File: src/rtl/mips_mc_control_pkg.sv
// Shared types and constants for the multicycle MIPS control unit.
// Holds the FSM state encoding, ISA opcode/funct values, ALUOp and ALU control codes.
package mips_ctrl_pkg;

  localparam int unsigned OP_W    = 6;
  localparam int unsigned FUNCT_W = 6;
  localparam int unsigned STATE_W = 4;
  localparam int unsigned ALUC_W  = 3;

  typedef enum logic [STATE_W-1:0] {
    FETCH   = 4'd0,
    DECODE  = 4'd1,
    MEMADR  = 4'd2,
    MEMRD   = 4'd3,
    MEMWB   = 4'd4,
    MEMWR   = 4'd5,
    EXECUTE = 4'd6,
    ALUWB   = 4'd7,
    BRANCH  = 4'd8,
    ADDIEX  = 4'd9,
    ADDIWB  = 4'd10,
    JUMP    = 4'd11
  } state_t;

  typedef enum logic [1:0] {
    ALUOP_ADD   = 2'b00,
    ALUOP_SUB   = 2'b01,
    ALUOP_FUNCT = 2'b10,
    ALUOP_RSVD  = 2'b11
  } aluop_t;

  localparam logic [OP_W-1:0] OP_RTYPE = 6'b000000;
  localparam logic [OP_W-1:0] OP_LW    = 6'b100011;
  localparam logic [OP_W-1:0] OP_SW    = 6'b101011;
  localparam logic [OP_W-1:0] OP_BEQ   = 6'b000100;
  localparam logic [OP_W-1:0] OP_ADDI  = 6'b001000;
  localparam logic [OP_W-1:0] OP_J     = 6'b000010;

  localparam logic [FUNCT_W-1:0] FN_ADD = 6'b100000;
  localparam logic [FUNCT_W-1:0] FN_SUB = 6'b100010;
  localparam logic [FUNCT_W-1:0] FN_AND = 6'b100100;
  localparam logic [FUNCT_W-1:0] FN_OR  = 6'b100101;
  localparam logic [FUNCT_W-1:0] FN_SLT = 6'b101010;

  localparam logic [ALUC_W-1:0] ALU_AND = 3'b000;
  localparam logic [ALUC_W-1:0] ALU_OR  = 3'b001;
  localparam logic [ALUC_W-1:0] ALU_ADD = 3'b010;
  localparam logic [ALUC_W-1:0] ALU_SUB = 3'b110;
  localparam logic [ALUC_W-1:0] ALU_SLT = 3'b111;

endpackage

File: src/rtl/mips_mc_control_if.sv
// Control-to-datapath bundle.
// master: control unit (consumes op/funct/zero, drives selects/enables/debug state).
// slave : datapath side (drives op/funct/zero, consumes the rest).
interface mips_mc_control_if;
  import mips_ctrl_pkg::*;

  logic [OP_W-1:0]    op;
  logic [FUNCT_W-1:0] funct;
  logic               zero;
  logic               iord;
  logic               alu_src_a;
  logic [1:0]         alu_src_b;
  logic [1:0]         pc_src;
  logic               reg_dst;
  logic               mem_to_reg;
  logic [ALUC_W-1:0]  alu_control;
  logic               ir_write;
  logic               mem_write;
  logic               reg_write;
  logic               pc_en;
  logic               instr_done;
  logic               illegal_op;
  logic [STATE_W-1:0] state_o;

  modport master (
    input  op, funct, zero,
    output iord, alu_src_a, alu_src_b, pc_src, reg_dst, mem_to_reg, alu_control,
           ir_write, mem_write, reg_write, pc_en, instr_done, illegal_op, state_o
  );

  modport slave (
    output op, funct, zero,
    input  iord, alu_src_a, alu_src_b, pc_src, reg_dst, mem_to_reg, alu_control,
           ir_write, mem_write, reg_write, pc_en, instr_done, illegal_op, state_o
  );
endinterface

File: src/rtl/mips_mc_control_alu_decoder.sv
// mips_alu_decoder: combinational ALUOp/funct -> ALU control code.
// Ports: aluop_i (2), funct_i (FUNCT_W) -> alu_control_o (ALUC_W).
module mips_alu_decoder
  import mips_ctrl_pkg::*;
(
  input  aluop_t             aluop_i,
  input  logic [FUNCT_W-1:0] funct_i,
  output logic [ALUC_W-1:0]  alu_control_o
);

  // Unknown funct codes and the reserved ALUOp fall back to add.
  always_comb begin
    alu_control_o = ALU_ADD;
    case (aluop_i)
      ALUOP_ADD: alu_control_o = ALU_ADD;
      ALUOP_SUB: alu_control_o = ALU_SUB;
      ALUOP_FUNCT: begin
        case (funct_i)
          FN_ADD:  alu_control_o = ALU_ADD;
          FN_SUB:  alu_control_o = ALU_SUB;
          FN_AND:  alu_control_o = ALU_AND;
          FN_OR:   alu_control_o = ALU_OR;
          FN_SLT:  alu_control_o = ALU_SLT;
          default: alu_control_o = ALU_ADD;
        endcase
      end
      default: alu_control_o = ALU_ADD;
    endcase
  end

endmodule

File: src/rtl/mips_mc_control.sv
// mips_mc_control: multicycle MIPS main control FSM (Moore) plus ALU decoder.
// Ports: clk, rst (async active-high), bus (mips_mc_control_if.master):
//   in  op/funct/zero; out datapath selects, write enables, pc_en,
//   instr_done / illegal_op pulses and state_o for debug.
module mips_mc_control
  import mips_ctrl_pkg::*;
(
  input  logic                    clk,
  input  logic                    rst,
  mips_mc_control_if.master       bus
);

  state_t state_q, state_d;

  logic   iord, alu_src_a, reg_dst, mem_to_reg;
  logic   ir_write, mem_write, reg_write, pc_write, branch, instr_done, illegal_op;
  logic [1:0] alu_src_b, pc_src;
  aluop_t aluop;
  logic [ALUC_W-1:0] alu_control;

  // State register; reset drops straight into FETCH.
  always_ff @(posedge clk or posedge rst) begin
    if (rst) state_q <= FETCH;
    else     state_q <= state_d;
  end

  // Next-state and per-state decode; unused encodings assert nothing.
  always_comb begin
    state_d    = FETCH;
    iord       = 1'b0;
    alu_src_a  = 1'b0;
    alu_src_b  = 2'b00;
    pc_src     = 2'b00;
    reg_dst    = 1'b0;
    mem_to_reg = 1'b0;
    aluop      = ALUOP_ADD;
    ir_write   = 1'b0;
    mem_write  = 1'b0;
    reg_write  = 1'b0;
    pc_write   = 1'b0;
    branch     = 1'b0;
    instr_done = 1'b0;
    illegal_op = 1'b0;
    case (state_q)
      FETCH: begin
        alu_src_b = 2'b01;
        ir_write  = 1'b1;
        pc_write  = 1'b1;
        state_d   = DECODE;
      end
      DECODE: begin
        alu_src_b = 2'b11;
        case (bus.op)
          OP_LW, OP_SW: state_d = MEMADR;
          OP_RTYPE:     state_d = EXECUTE;
          OP_BEQ:       state_d = BRANCH;
          OP_ADDI:      state_d = ADDIEX;
          OP_J:         state_d = JUMP;
          default: begin
            state_d    = FETCH;
            illegal_op = 1'b1;
          end
        endcase
      end
      MEMADR: begin
        alu_src_a = 1'b1;
        alu_src_b = 2'b10;
        state_d   = (bus.op == OP_LW) ? MEMRD : MEMWR;
      end
      MEMRD: begin
        iord    = 1'b1;
        state_d = MEMWB;
      end
      MEMWB: begin
        mem_to_reg = 1'b1;
        reg_write  = 1'b1;
        instr_done = 1'b1;
      end
      MEMWR: begin
        iord       = 1'b1;
        mem_write  = 1'b1;
        instr_done = 1'b1;
      end
      EXECUTE: begin
        alu_src_a = 1'b1;
        aluop     = ALUOP_FUNCT;
        state_d   = ALUWB;
      end
      ALUWB: begin
        reg_dst    = 1'b1;
        reg_write  = 1'b1;
        instr_done = 1'b1;
      end
      BRANCH: begin
        alu_src_a  = 1'b1;
        aluop      = ALUOP_SUB;
        pc_src     = 2'b01;
        branch     = 1'b1;
        instr_done = 1'b1;
      end
      ADDIEX: begin
        alu_src_a = 1'b1;
        alu_src_b = 2'b10;
        state_d   = ADDIWB;
      end
      ADDIWB: begin
        reg_write  = 1'b1;
        instr_done = 1'b1;
      end
      JUMP: begin
        pc_src     = 2'b10;
        pc_write   = 1'b1;
        instr_done = 1'b1;
      end
      default: state_d = FETCH;
    endcase
  end

  mips_alu_decoder u_alu_dec (
    .aluop_i       (aluop),
    .funct_i       (bus.funct),
    .alu_control_o (alu_control)
  );

  // Selects pass through; every enable/pulse is masked while reset is held.
  assign bus.iord        = iord;
  assign bus.alu_src_a   = alu_src_a;
  assign bus.alu_src_b   = alu_src_b;
  assign bus.pc_src      = pc_src;
  assign bus.reg_dst     = reg_dst;
  assign bus.mem_to_reg  = mem_to_reg;
  assign bus.alu_control = alu_control;
  assign bus.ir_write    = ir_write   & ~rst;
  assign bus.mem_write   = mem_write  & ~rst;
  assign bus.reg_write   = reg_write  & ~rst;
  assign bus.pc_en       = (pc_write | (branch & bus.zero)) & ~rst;
  assign bus.instr_done  = instr_done & ~rst;
  assign bus.illegal_op  = illegal_op & ~rst;
  assign bus.state_o     = state_q;

endmodule

File: src/flat_wrapper.sv
// flat-port wrapper written by rule: the top's interface ports become plain ports
module mips_mc_control_flat import mips_ctrl_pkg::*;
  (clk, rst, bus_op, bus_funct, bus_zero, bus_iord, bus_alu_src_a, bus_alu_src_b, bus_pc_src, bus_reg_dst, bus_mem_to_reg, bus_alu_control, bus_ir_write, bus_mem_write, bus_reg_write, bus_pc_en, bus_instr_done, bus_illegal_op, bus_state_o);
  mips_mc_control_if bus_i ();
  input  logic clk;
  input  logic rst;
  input wire logic [$bits(bus_i.op)-1:0] bus_op;
  input wire logic [$bits(bus_i.funct)-1:0] bus_funct;
  input wire logic [$bits(bus_i.zero)-1:0] bus_zero;
  output wire logic [$bits(bus_i.iord)-1:0] bus_iord;
  output wire logic [$bits(bus_i.alu_src_a)-1:0] bus_alu_src_a;
  output wire logic [$bits(bus_i.alu_src_b)-1:0] bus_alu_src_b;
  output wire logic [$bits(bus_i.pc_src)-1:0] bus_pc_src;
  output wire logic [$bits(bus_i.reg_dst)-1:0] bus_reg_dst;
  output wire logic [$bits(bus_i.mem_to_reg)-1:0] bus_mem_to_reg;
  output wire logic [$bits(bus_i.alu_control)-1:0] bus_alu_control;
  output wire logic [$bits(bus_i.ir_write)-1:0] bus_ir_write;
  output wire logic [$bits(bus_i.mem_write)-1:0] bus_mem_write;
  output wire logic [$bits(bus_i.reg_write)-1:0] bus_reg_write;
  output wire logic [$bits(bus_i.pc_en)-1:0] bus_pc_en;
  output wire logic [$bits(bus_i.instr_done)-1:0] bus_instr_done;
  output wire logic [$bits(bus_i.illegal_op)-1:0] bus_illegal_op;
  output wire logic [$bits(bus_i.state_o)-1:0] bus_state_o;
  assign bus_i.op = bus_op;
  assign bus_i.funct = bus_funct;
  assign bus_i.zero = bus_zero;
  assign bus_iord = bus_i.iord;
  assign bus_alu_src_a = bus_i.alu_src_a;
  assign bus_alu_src_b = bus_i.alu_src_b;
  assign bus_pc_src = bus_i.pc_src;
  assign bus_reg_dst = bus_i.reg_dst;
  assign bus_mem_to_reg = bus_i.mem_to_reg;
  assign bus_alu_control = bus_i.alu_control;
  assign bus_ir_write = bus_i.ir_write;
  assign bus_mem_write = bus_i.mem_write;
  assign bus_reg_write = bus_i.reg_write;
  assign bus_pc_en = bus_i.pc_en;
  assign bus_instr_done = bus_i.instr_done;
  assign bus_illegal_op = bus_i.illegal_op;
  assign bus_state_o = bus_i.state_o;
  mips_mc_control u_core (.clk(clk), .rst(rst), .bus(bus_i));
endmodule
File: config.mk
export PLATFORM = sky130hd
export DESIGN_NAME = mips_mc_control_flat
export DESIGN_NICKNAME = d
export VERILOG_FILES = /design/src/rtl/mips_mc_control_pkg.sv /design/src/rtl/mips_mc_control_if.sv /design/src/rtl/mips_mc_control_alu_decoder.sv /design/src/rtl/mips_mc_control.sv /design/src/flat_wrapper.sv
export SDC_FILE = /design/constraint.sdc
export NUM_CORES = 1
export LEC_CHECK = 0
export CORE_MARGIN = 2
export CORE_UTILIZATION = 39
export DETAILED_ROUTE_END_ITERATION = 8
export PLACE_DENSITY = 0.86
export SYNTH_ARGS = -nofsm -noshare
export SYNTH_HDL_FRONTEND = slang
export SYNTH_HIERARCHICAL = 1
export SYNTH_SLANG_ARGS = --single-unit
File: constraint.sdc
create_clock -name clk -period 3.75 [get_ports clk]
set_clock_uncertainty 0.1 [all_clocks]
set_input_delay 0.375 -clock clk [delete_from_list [all_inputs] [get_ports clk]]
set_output_delay 0.375 -clock clk [all_outputs]
set_load 0.1 [all_outputs]
==> summary by stage, run 1 <==
Floorplanning
In this run the vertical extent of the chip is 43.3 um. The floorplan has 14 rows. After floorplanning, the core was sized to cover 1470 um^2. For this configuration, the core starts out at a cell density of 41.0%.

The die covers 1880 um^2. The die is 43.3 um wide. During I/O placement, the number of pins put on the boundary was 36.

Worst setup path
The setup slack of the most critical reg-to-reg path is 2.14 ns. The worst setup path is of the reg -> out kind. The category of the worst setup path capture point is an output port. In this run the critical register-to-register path is captured at u_core/bus.state_o[2].

STA puts the critical path data arrival time at 2.47 ns. Along the worst path, the maximum fanout reaches 17. For the worst flop-to-flop path, the logic depth is 3. The required arrival time at the worst endpoint is 3.27 ns. In this run the critical register-to-register path is launched from u_core/bus.state_o[0]. The worst setup path is launched from a flop.

Timing
Setup repair after global routing left no endpoint under its margin. The number of slew-limit violations in the final report is 0. The max-slew headroom at the worst pin is 34.8%. The final period utilization is about four fifths.

The maximum clock frequency is about 340 MHz. The hold violation total from the final report is 0. The count of final setup violators is 0. The pin slew with the least headroom to its limit is 0.975 ns. The clock period minus worst slack is about 2.9 ns. In the post-route analysis, the smallest setup slack over all paths is about 0.81 ns.

Place
Before CTS, the worst setup slack after placement is about 1.0 ns. The congestion estimate from routability-driven global placement came to 0.748. The half-perimeter wire length of the detailed placement result is 1.38 mm. In this run the tool buffered the top-level ports with 35 buffer cells.

Synthesis
During synthesis, Yosys emitted a total of 6 warnings. For this run, the register share of the synthesized area comes to 16.6%. The cell type with the highest aggregate area in the netlist is dfrtp_1.

The synthesized design devotes to its leading area cell type 16.6% of total area. The number of standard cells after synthesis is 83. Sorting the synthesized cells by area gives the leading types as dfrtp_1, nand2b_1, nor3_1. The synthesized netlist contains 33 unique library cells. When the netlist entered floorplanning its net count stood at 100.

The post-synthesis instance area is just over 600 um^2. Synthesis inferred 4 register bits. The average size of a mapped cell is 7.27 um^2.

Layout
The number of nets at the end of the flow is 134. The number of flip-flops in the largest register is 4. 0 antenna diodes ended up in the layout.

Cells with a size suffix above 1 make up 21.7% of the layout. For this run, the share of the core covered by cells in the final layout is between 60 and 70%. Leaving out fill and tap cells, the most frequent cell in the layout is clkdlybuf4s50_1. The top cell types in the final layout, fill and taps aside, are clkdlybuf4s50_1, buf_4. The number of fill cells in the layout is 142. The growth of design area from synthesis to finish is 57.1%.

CTS
The tree is rooted in a clkbuf_4. CTS built an H-tree with a depth of 1. The number of buffers between clock root and the deepest sink is 2. In this run, post-CTS hold repair placed 0 buffers. The number of clock sinks is 4. The clock tree from TritonCTS is yes. Clock tree synthesis inserted a total of 3 buffers.

The clock latency of the later-clocked register in the worst-skew pair is 0.23 ns. The post-cts repair resize count is 0. Buffers added to address setup during post-CTS repair amount to 0. The CTS clock-pin slew for the worst setup and hold paths is about 0.040 ns.

Pwr
The leakage power summed over all cells is 0.000366 uW. IR analysis of the VDD net gives a maximum drop of around 590 uV. The power per cell area is 677 nW/um^2.

Detailed routing
After detailed routing, the average wire length per cell comes to approximately 14 um. In the routed design, unresolved DRC markers number 0. The first detailed-routing pass ran for 4 iterations.

The count of antenna-violating nets left after detailed routing is 0. For this block, the via count after detailed routing is 786. The first routing iteration left 10 violations. The routed wire length is 1.81 mm. The via density per instance is 6.00.

Global route
The wire length of the first global-routing pass is 2.93 mm. The number of antenna violations at the first check in global routing was 0. The aggregate global-route resource usage is 19.7%. The overall overflow remaining after global route is 0.

The via count of the first global-routing pass is between 600 and 700. Entering global routing, the biggest net connects 18 pins.

Status
The run finished with clean final reports.

Flow run
The tool flagged a number of max-cap violations equal to 0.

Worst hold path
In this run the worst hold path is classified as in -> async.
[kinds of logic after synthesis]
family / Yosys count / synth area share, %
AOI/OAI and AO/OA: 20 / 21.8
xor gates and xnor gates: 3 / 4.36
adders and majority gates: 2 / 4.15
buffers and inverters: 12 / 8.92
DFF: 4 / 16.6
and+or+nand+nor: 42 / 44.2
[critical path: stages (launching register included)]
cell and delay [ns]:
dfrtp_1 0.56, nand2b_1 0.33, nor3_1 0.24, inv_1 0.07, ha_1 0.34, nand4bb_1 0.23, o22ai_1 0.14, buf_4 0.31
[per-layer routing]
metal	GRT usage (%)	vias to the layer above	routed length, um
met5	0	-	0
met4	5.45	0	0
met3	2.98	0	118
met2	34.0	25	923
met1	25.4	377	767
li1	-	384	-
[cell type report]
type	instances	area (um^2)	area share (%)
Multi-Input combinational cell	67	472	49.8
Tap cell	16	20.0	2.11
Clock buffer	3	22.5	2.38
Sequential cell	4	100	10.6
Inverter	6	22.5	2.38
Timing Repair Buffer	35	310	32.8
[stage by stage]
step | TNS (ns) | power [uW] | instances | hold WS (ns) | instance area, um^2
2_1_floorplan | -0.776 | 479 | 83 | 0.0495 | 626
3_3_place_gp | 0 | 582 | 128 | 0.598 | 925
3_5_place_dp | 0 | 587 | 128 | 0.622 | 925
4_1_cts | 0 | 644 | 131 | 0.412 | 947
5_1_grt | 0 | 667 | 131 | 0.443 | 947
6_report | 0 | 641 | 131 | 0.422 | 947
[Yosys cell counts, drive strengths merged]
library cell	n
o31ai	1
a2111oi	1
buf	2
dfrtp	4
a221oi	1
nor4b	3
and3	2
nand4bb	3
a211oi	2
o22ai	2
nor4	4
a31oi	1
a211o	2
nand3b	1
nand2b	6
or4	1
xor2	3
nand3	4
a21oi	5
o21a	1
nor3	7
nand2	1
or3	2
inv	6
or3b	2
clkbuf	4
o211ai	1
nor2	6
o21ai	3
ha	2
[worst max-delay path by stage]
stage / start / to / slack (ns) / depth (start not counted)
finish: u_core/bus.state_o[2] / bus_alu_control[2] / 0.81 / 7
global placement: u_core/bus.state_o[2] / bus_alu_control[2] / 1.08 / 7
global route: u_core/bus.state_o[2] / bus_alu_control[2] / 0.57 / 7
CTS: u_core/bus.state_o[2] / bus_alu_control[2] / 0.79 / 7
floorplan: u_core/bus.state_o[3] / bus_alu_control[2] / -0.27 / 6
detailed placement: u_core/bus.state_o[2] / bus_alu_control[2] / 1.04 / 7
[report_power, final]
| part | total (uW) | internal, uW | switching [uW] |
|---|---|---|---|
| sequential | 95.4 | 52.6 | 42.8 |
| clock | 53.7 | 35.8 | 17.9 |
| combinational | 492 | 113 | 378 |
| total | 641 | 202 | 439 |
Note: power is estimated with default switching activity, not from simulation.
==> run 2: changes to the inputs <==
Settings changed: CORE_UTILIZATION 39 to 33, PLACE_DENSITY 0.86 to 0.78.
Clock period 3.75 ns to 2.7 ns, I/O delays scaled along.
==> run 2 against run 1 <==
Effect of this change: die area increased by 16%; sequential share of layout area decreased by 0.74 points; design area increased by 21%; critical endpoint is now bus_alu_control[0].
==> summary by stage, run 2 (same netlist as run 1, synthesis figures left out) <==
Worst setup path
The category of the worst setup path capture point is an output port. The signal arrival time at the worst endpoint is 2.26 ns. In this run the critical register-to-register path is captured at u_core/bus.state_o[2]. Of all nets on the critical path, the largest fanout is 16.

The startpoint identified for the worst register-to-register timing path is u_core/bus.state_o[0]. The origin of the worst setup path is u_core/bus.state_o[0]. For the worst setup path, the data required time is 2.33 ns.

The classification of the worst setup path is reg -> out. Across all register-to-register paths, the minimum setup slack is 1.21 ns. The launching element type of the critical path is a flop. The number of cells on the worst reg-to-reg path is 3.

Floorplanning
The full die area is 2190 um^2. The width of the die is 46.8 um. For this configuration, the core starts out at a cell density of 34.9%.

The number of top-level pins is 36. In this run the standard cell core region covers around 1700 um^2. The placement row count is 15.

From bottom edge to top edge, the die measures 46.8 um.

Global route
Across every metal layer, demand over resource in global routing totals 19.3%. Global routing consumed, on the met2 layer, 33.3% of the routing resources. The overall overflow remaining after global route is 0. The routing usage on met1 is 24.9%. The via count of the first global-routing pass came to a little under 700. For met3 alone, demand over resource in global routing was ~1.2%.

The pin count of the biggest net entering global routing is 17. The first global-routing pass estimated 2.99 mm of wire. The number of antenna violations at the first check in global routing is 0. The global routing stage identified its most utilized layer as met2.

Place
The half-perimeter wire length of the detailed placement result is 1.57 mm. At the end of routability-driven placement, the weighted congestion stood at 0.878. During placement, the flow inserted port buffers numbering 35. Once placement completed, the tool counted placed cells totaling between 100 and 150.

Timing
The sum of negative setup slack is 0 ns. The maximum clock frequency is 381 MHz. The clock period minus worst slack is 2.63 ns. The final period utilization is 97.3%. The hold violation total from the final report is 0. The number of slew-limit violations in the final report was 0.

In this run the tightest slew margin relative to its limit is a little over half. Hold is met by roughly 0.42 ns. The pin slew with the least headroom to its limit is 0.674 ns. The count of final setup violators is 0.

Pwr
IR analysis of the VDD net gives a maximum drop of around 540 uV. Summed over all cells, the static leakage comes to 0.000414 uW. For this design the ratio of total power to cell area is 859 nW/um^2. Total power for the finished layout comes to roughly 980 uW.

Detailed routing
The number of detailed-route iterations in the first pass is 4. The post-route DRC violation count is 0. The routed wire length is approximately 2.1 mm. The detail-routed net length per standard cell is 14.5 um. The via density per instance is approximately 5.5. After the first detailed-routing iteration, the DRC count stood at 20.

The via count is about 780. The count of antenna-violating nets left after detailed routing is 0.

CTS
The number of clock sinks is 4. Counting the buffers created by CTS gives 3. The CTS clock-pin slew for the worst setup and hold paths is 0.04 ns. CTS built an H-tree with a depth of 1. The clock tree from TritonCTS is yes.

Clock tree synthesis selected as its root buffer the cell clkbuf_4. The count of hold buffers inserted by post-cts repair is 0. The number of buffers between clock root and the deepest sink is 2. The clock latency of the later-clocked register in the worst-skew pair is about 0.25 ns.

Layout
Leaving out filler cells and counting taps, the final layout contains 142. The number of nets at the end of the flow is between 100 and 150. The most common cell after layout, fill and taps aside is buf_4. The filler cells instantiated in the layout total 151. The layout cell share with drive strength beyond 1 is 41.9%. In the layout the commonest cells are buf_4, clkdlybuf4s50_1, buf_12, inv_1, nand2b_1. Compared with the post-synthesis result, the final layout area differs by 90.0%. The number of flip-flops in the largest register is 4. The number of antenna diodes in the final layout is 0.

Status
The run finished with clean final reports.

Worst hold path
The path type of the worst min-delay path is in -> async.

Flow run
The tool flagged a number of max-cap violations equal to 0.
run 2: report_power, final:
group | switching (uW) | total [uW] | internal, uW
registers | 59.5 | 142 | 82.5
logic | 561 | 765 | 204
clock network | 27.4 | 77.3 | 49.9
total | 648 | 984 | 336
run 2: area by class of cell:
class | instances | area [um^2] | area share [%]
Sequential cell | 4 | 113 | 9.83
Clock buffer | 3 | 22.5 | 1.97
Tap cell | 25 | 31.3 | 2.73
Inverter | 6 | 22.5 | 1.97
Timing Repair Buffer | 37 | 388 | 33.8
Multi-Input combinational cell | 67 | 569 | 49.7
run 2: critical path: stages (launching register included):
cell and delay (ns):
dfrtp_4 0.56, nand2b_1 0.25, nor2_2 0.17, ha_1 0.30, nand4bb_2 0.35, a21oi_4 0.19
buf_12 0.19
run 2: worst max path at each step:
stage,endpoint,slack (ns),cells after the start
final,bus_alu_control[0],0.07,6
after global routing,bus_alu_control[2],-0.01,6
after CTS,bus_alu_control[0],0.02,6
after detailed placement,bus_alu_control[0],0.28,6
after global placement,bus_alu_control[0],0.35,6
after floorplan,bus_reg_write,-0.17,4
run 2: metal layers:
metal / vias to the layer above / wire length [um]
li1: 386 / -
met1: 365 / 860
met2: 30 / 1070
met3: 2 / 108
met4: 0 / 19
met5: - / 0
run 2: per-stage QoR:
step / area [um^2] / worst slack, ns / util [%]
4_1_cts: 1130 / 0.0185 / 65.5
2_1_floorplan: 721 / -0.166 / -
3_3_place_gp: 1110 / 0.346 / 64.2
3_5_place_dp: 1110 / 0.283 / 64.2
5_1_grt: 1150 / -0.0122 / 66.4
6_report: 1150 / 0.0726 / 66.4
run 2: what timing repair did:
| action | in CTS | in global routing |
|---|---|---|
| endpoints found under the setup margin | 0 | 2 |
| gates resized for setup | 0 | 4 |
| buffers inserted | 0 | 0 |
==> run 3: changes to the inputs <==
Settings changed: CORE_MARGIN 2 to 1, SETUP_SLACK_MARGIN set to 0.2.
==> run 3 against run 2 <==
Effect of this change: wire length fell by 4.5%; global-route usage rose by 0.85 points; setup slack improved by 0.24 ns; hold slack improved by 0.063 ns; critical path depth did not move; via count rose by 0.77%; non-clock buffer count did not move; sequential share of layout area fell by 0.50 points; largest power group unchanged; die area fell by 8.4%; fmax rose by 9.8%; flip-flop and latch count did not move.
==> summary by stage, run 3 (same netlist as run 1, synthesis figures left out) <==
Status
The flow ran to the end, and the final reports show no timing, DRC or antenna violations.

Pwr
The leakage power summed over all cells is 0.000440 uW. The power per cell area is 837 nW/um^2. VDD sags by at most around 600 uV.

Layout
The library cells used most frequently in the layout, excluding fill and tap cells, are buf_4, clkdlybuf4s50_1, buf_12. The number of inserted diodes is 0. Of the cells placed in the final design, the portion with a size suffix greater than 1 is 47.0%.

The number of flip-flops in the largest register is 4. The non-filler instance count after layout is 142. The growth of design area from synthesis to finish is 105%. After the last flow step, the layout net total stands at ~140.

The most common cell after layout, fill and taps aside is buf_4.

Global route
Global routing used 35.9% of the available met2 tracks. The number of antenna violations at the first check in global routing was 0. The pin count of the biggest net entering global routing is 17.

The via count of the first global-routing pass is 689. Across every metal layer, demand over resource in global routing totals about a fifth. Global routing consumed, on the met1 layer, 23.6% of the routing resources.

The global routing's busiest layer is met2. The wire length of the first global-routing pass is 2.98 mm. The overall overflow remaining after global route is 0.

The met3 capacity usage during global routing is 2.40%.

CTS
TritonCTS built the clock tree. Clock-pin slew was measured on the worst setup and hold paths at around 0.04 ns. For the worst-skew pair, the clock arrives at the later sink with an insertion delay of 0.24 ns. The count of hold buffers inserted by post-cts repair is 0. The H-tree depth reported by CTS is 1. Counting along the longest clock path gives a buffer depth of 2. The tree is rooted in a clkbuf_4. TritonCTS created 3 clock buffers.

The number of clock sinks is 4.

Worst setup path
The origin of the worst setup path is u_core/bus.state_o[1]. The category of the worst setup path capture point is an output port. The signal arrival time at the worst endpoint is 2.02 ns.

The setup slack of the most critical reg-to-reg path is ~1.2 ns. The classification of the worst setup path is reg -> out. The combined buffer and inverter count along the critical path is 2. The startpoint identified for the worst register-to-register timing path is u_core/bus.state_o[1]. Traced cell by cell, the critical path runs through nor3_2, inv_1, ha_4, nand4bb_4, a21oi_4, buf_12. The worst reg2reg path depth is 3. The worst setup path is launched from a flop. Along the worst path, the maximum fanout reaches 15. The critical path's slowest cell is dfrtp_4. Among cell families on the critical path, the largest total delay comes from flip-flops.

The delay contributed by the slowest stage of the critical path is ~0.57 ns. The critical path runs through a total of 6 cells. The most critical setup path has its endpoint at bus_alu_control[0]. Data on the critical path is required at its endpoint by around 2.3 ns. The capture instance of the worst register-to-register path is u_core/bus.state_o[1].

Timing
In the finished design, the share of the clock period the worst path needs comes to roughly 89%. The clock period could shrink to 2.39 ns. Based on the critical path, the design can be clocked at up to 418 MHz. Setup repair after global routing left no endpoint under its margin. The worst hold slack is 0.485 ns. The pin slew with the least headroom to its limit is 0.580 ns. The max-slew headroom at the worst pin is 60.8%. The count of final setup violators is 0. The hold violation total from the final report is 0. The sum of negative setup slack is 0 ns. The number of slew-limit violations in the final report is 0.

Detailed routing
The number of detailed-route iterations in the first pass is 4. In the final routed layout, each cell accounts on average for between 10 and 15 um. The detail route stage leaves a number of antenna-violating nets equal to 0. The detailed router finished its first iteration with 16 violations. The via count is about 800. The routed wire length is 1.96 mm. For this run, design rule violations remaining after detail routing come to 0. In the routed layout, each cell is associated on average with a via count of ~5.6.

Floorplanning
The floorplan step set the die height to between 40 and 50 um. The core region is 1730 um^2. The placement row count is 15.

The die covers 2000 um^2. The die is 44.8 um wide. For this design the top-level I/O count stands at 36. The initial core utilization is 34.9%.

Flow run
The number of violations of the max-capacitance limit is 0.

Place
After legalization and detailed placement, the total HPWL measured 1.47 mm. The congestion estimate from routability-driven global placement came to ~0.77. The cell total after placement is 137. The port buffer count is 35.

Worst hold path
In this run the worst hold path is classified as in -> async.
-- run 3: per-stage QoR --
stage | power [uW] | cell area [um^2] | worst slack (ns) | utilization [%]
final | 1030 | 1230 | 0.308 | 71.5
after global routing | 1070 | 1230 | 0.208 | 71.5
after CTS | 1020 | 1220 | 0.207 | 70.5
after detailed placement | 942 | 1180 | 0.356 | 68.3
after global placement | 938 | 1180 | 0.372 | 68.3
after floorplan | 756 | 821 | 0.0993 | -
-- run 3: repair_timing --
action | 4_1_cts | 5_1_grt
resized for setup | 0 | 4
buffers inserted | 2 | 0
endpoints found under the setup margin | 2 | 3
cloned | 0 | 0
pin swaps | 0 | 0
-- run 3: per-layer routing --
layer	routed length, um	part of all wire, %
met5	0	0
met4	34	1.7
met3	96	4.9
met2	1030	53
met1	798	41
-- run 3: how the worst min path moves through the flow --
stage                                startpoint               endpoint  slack [ns]  cells past startpoint
after detailed placement  u_core/bus.state_o[3]  u_core/bus.state_o[0]        0.53                      1
after global placement    u_core/bus.state_o[3]  u_core/bus.state_o[0]        0.52                      1
final                                       rst  u_core/bus.state_o[1]        0.49                      2
after global routing                        rst  u_core/bus.state_o[2]        0.50                      2
after floorplan                             rst  u_core/bus.state_o[0]       -0.05                      1
after CTS                                   rst  u_core/bus.state_o[3]        0.48                      2
-- run 3: worst reg2reg max path, delay by kind of cell (launching register included) --
family / cells / cell delay [ns]
AO/OA/AOI/OAI: 1 / 0.30
AND/OR/NAND/NOR: 2 / 0.44
flip-flops: 1 / 0.55
-- run 3: power by group --
| part | switching (uW) | leakage (uW) | internal (uW) |
|---|---|---|---|
| Combinational | 573 | 0.000380 | 244 |
| Clock | 23.6 | 0.0000138 | 49.6 |
| Sequential | 60.6 | 0.0000464 | 83.4 |
-- run 3: layout make-up --
| type | count | area [um^2] |
|---|---|---|
| Multi-Input combinational cell | 67 | 643 |
| Fill cell | 128 | 492 |
| Timing Repair Buffer | 37 | 400 |
| Sequential cell | 4 | 115 |
| Tap cell | 25 | 31.3 |
| Clock buffer | 3 | 22.5 |
| Inverter | 6 | 22.5 |
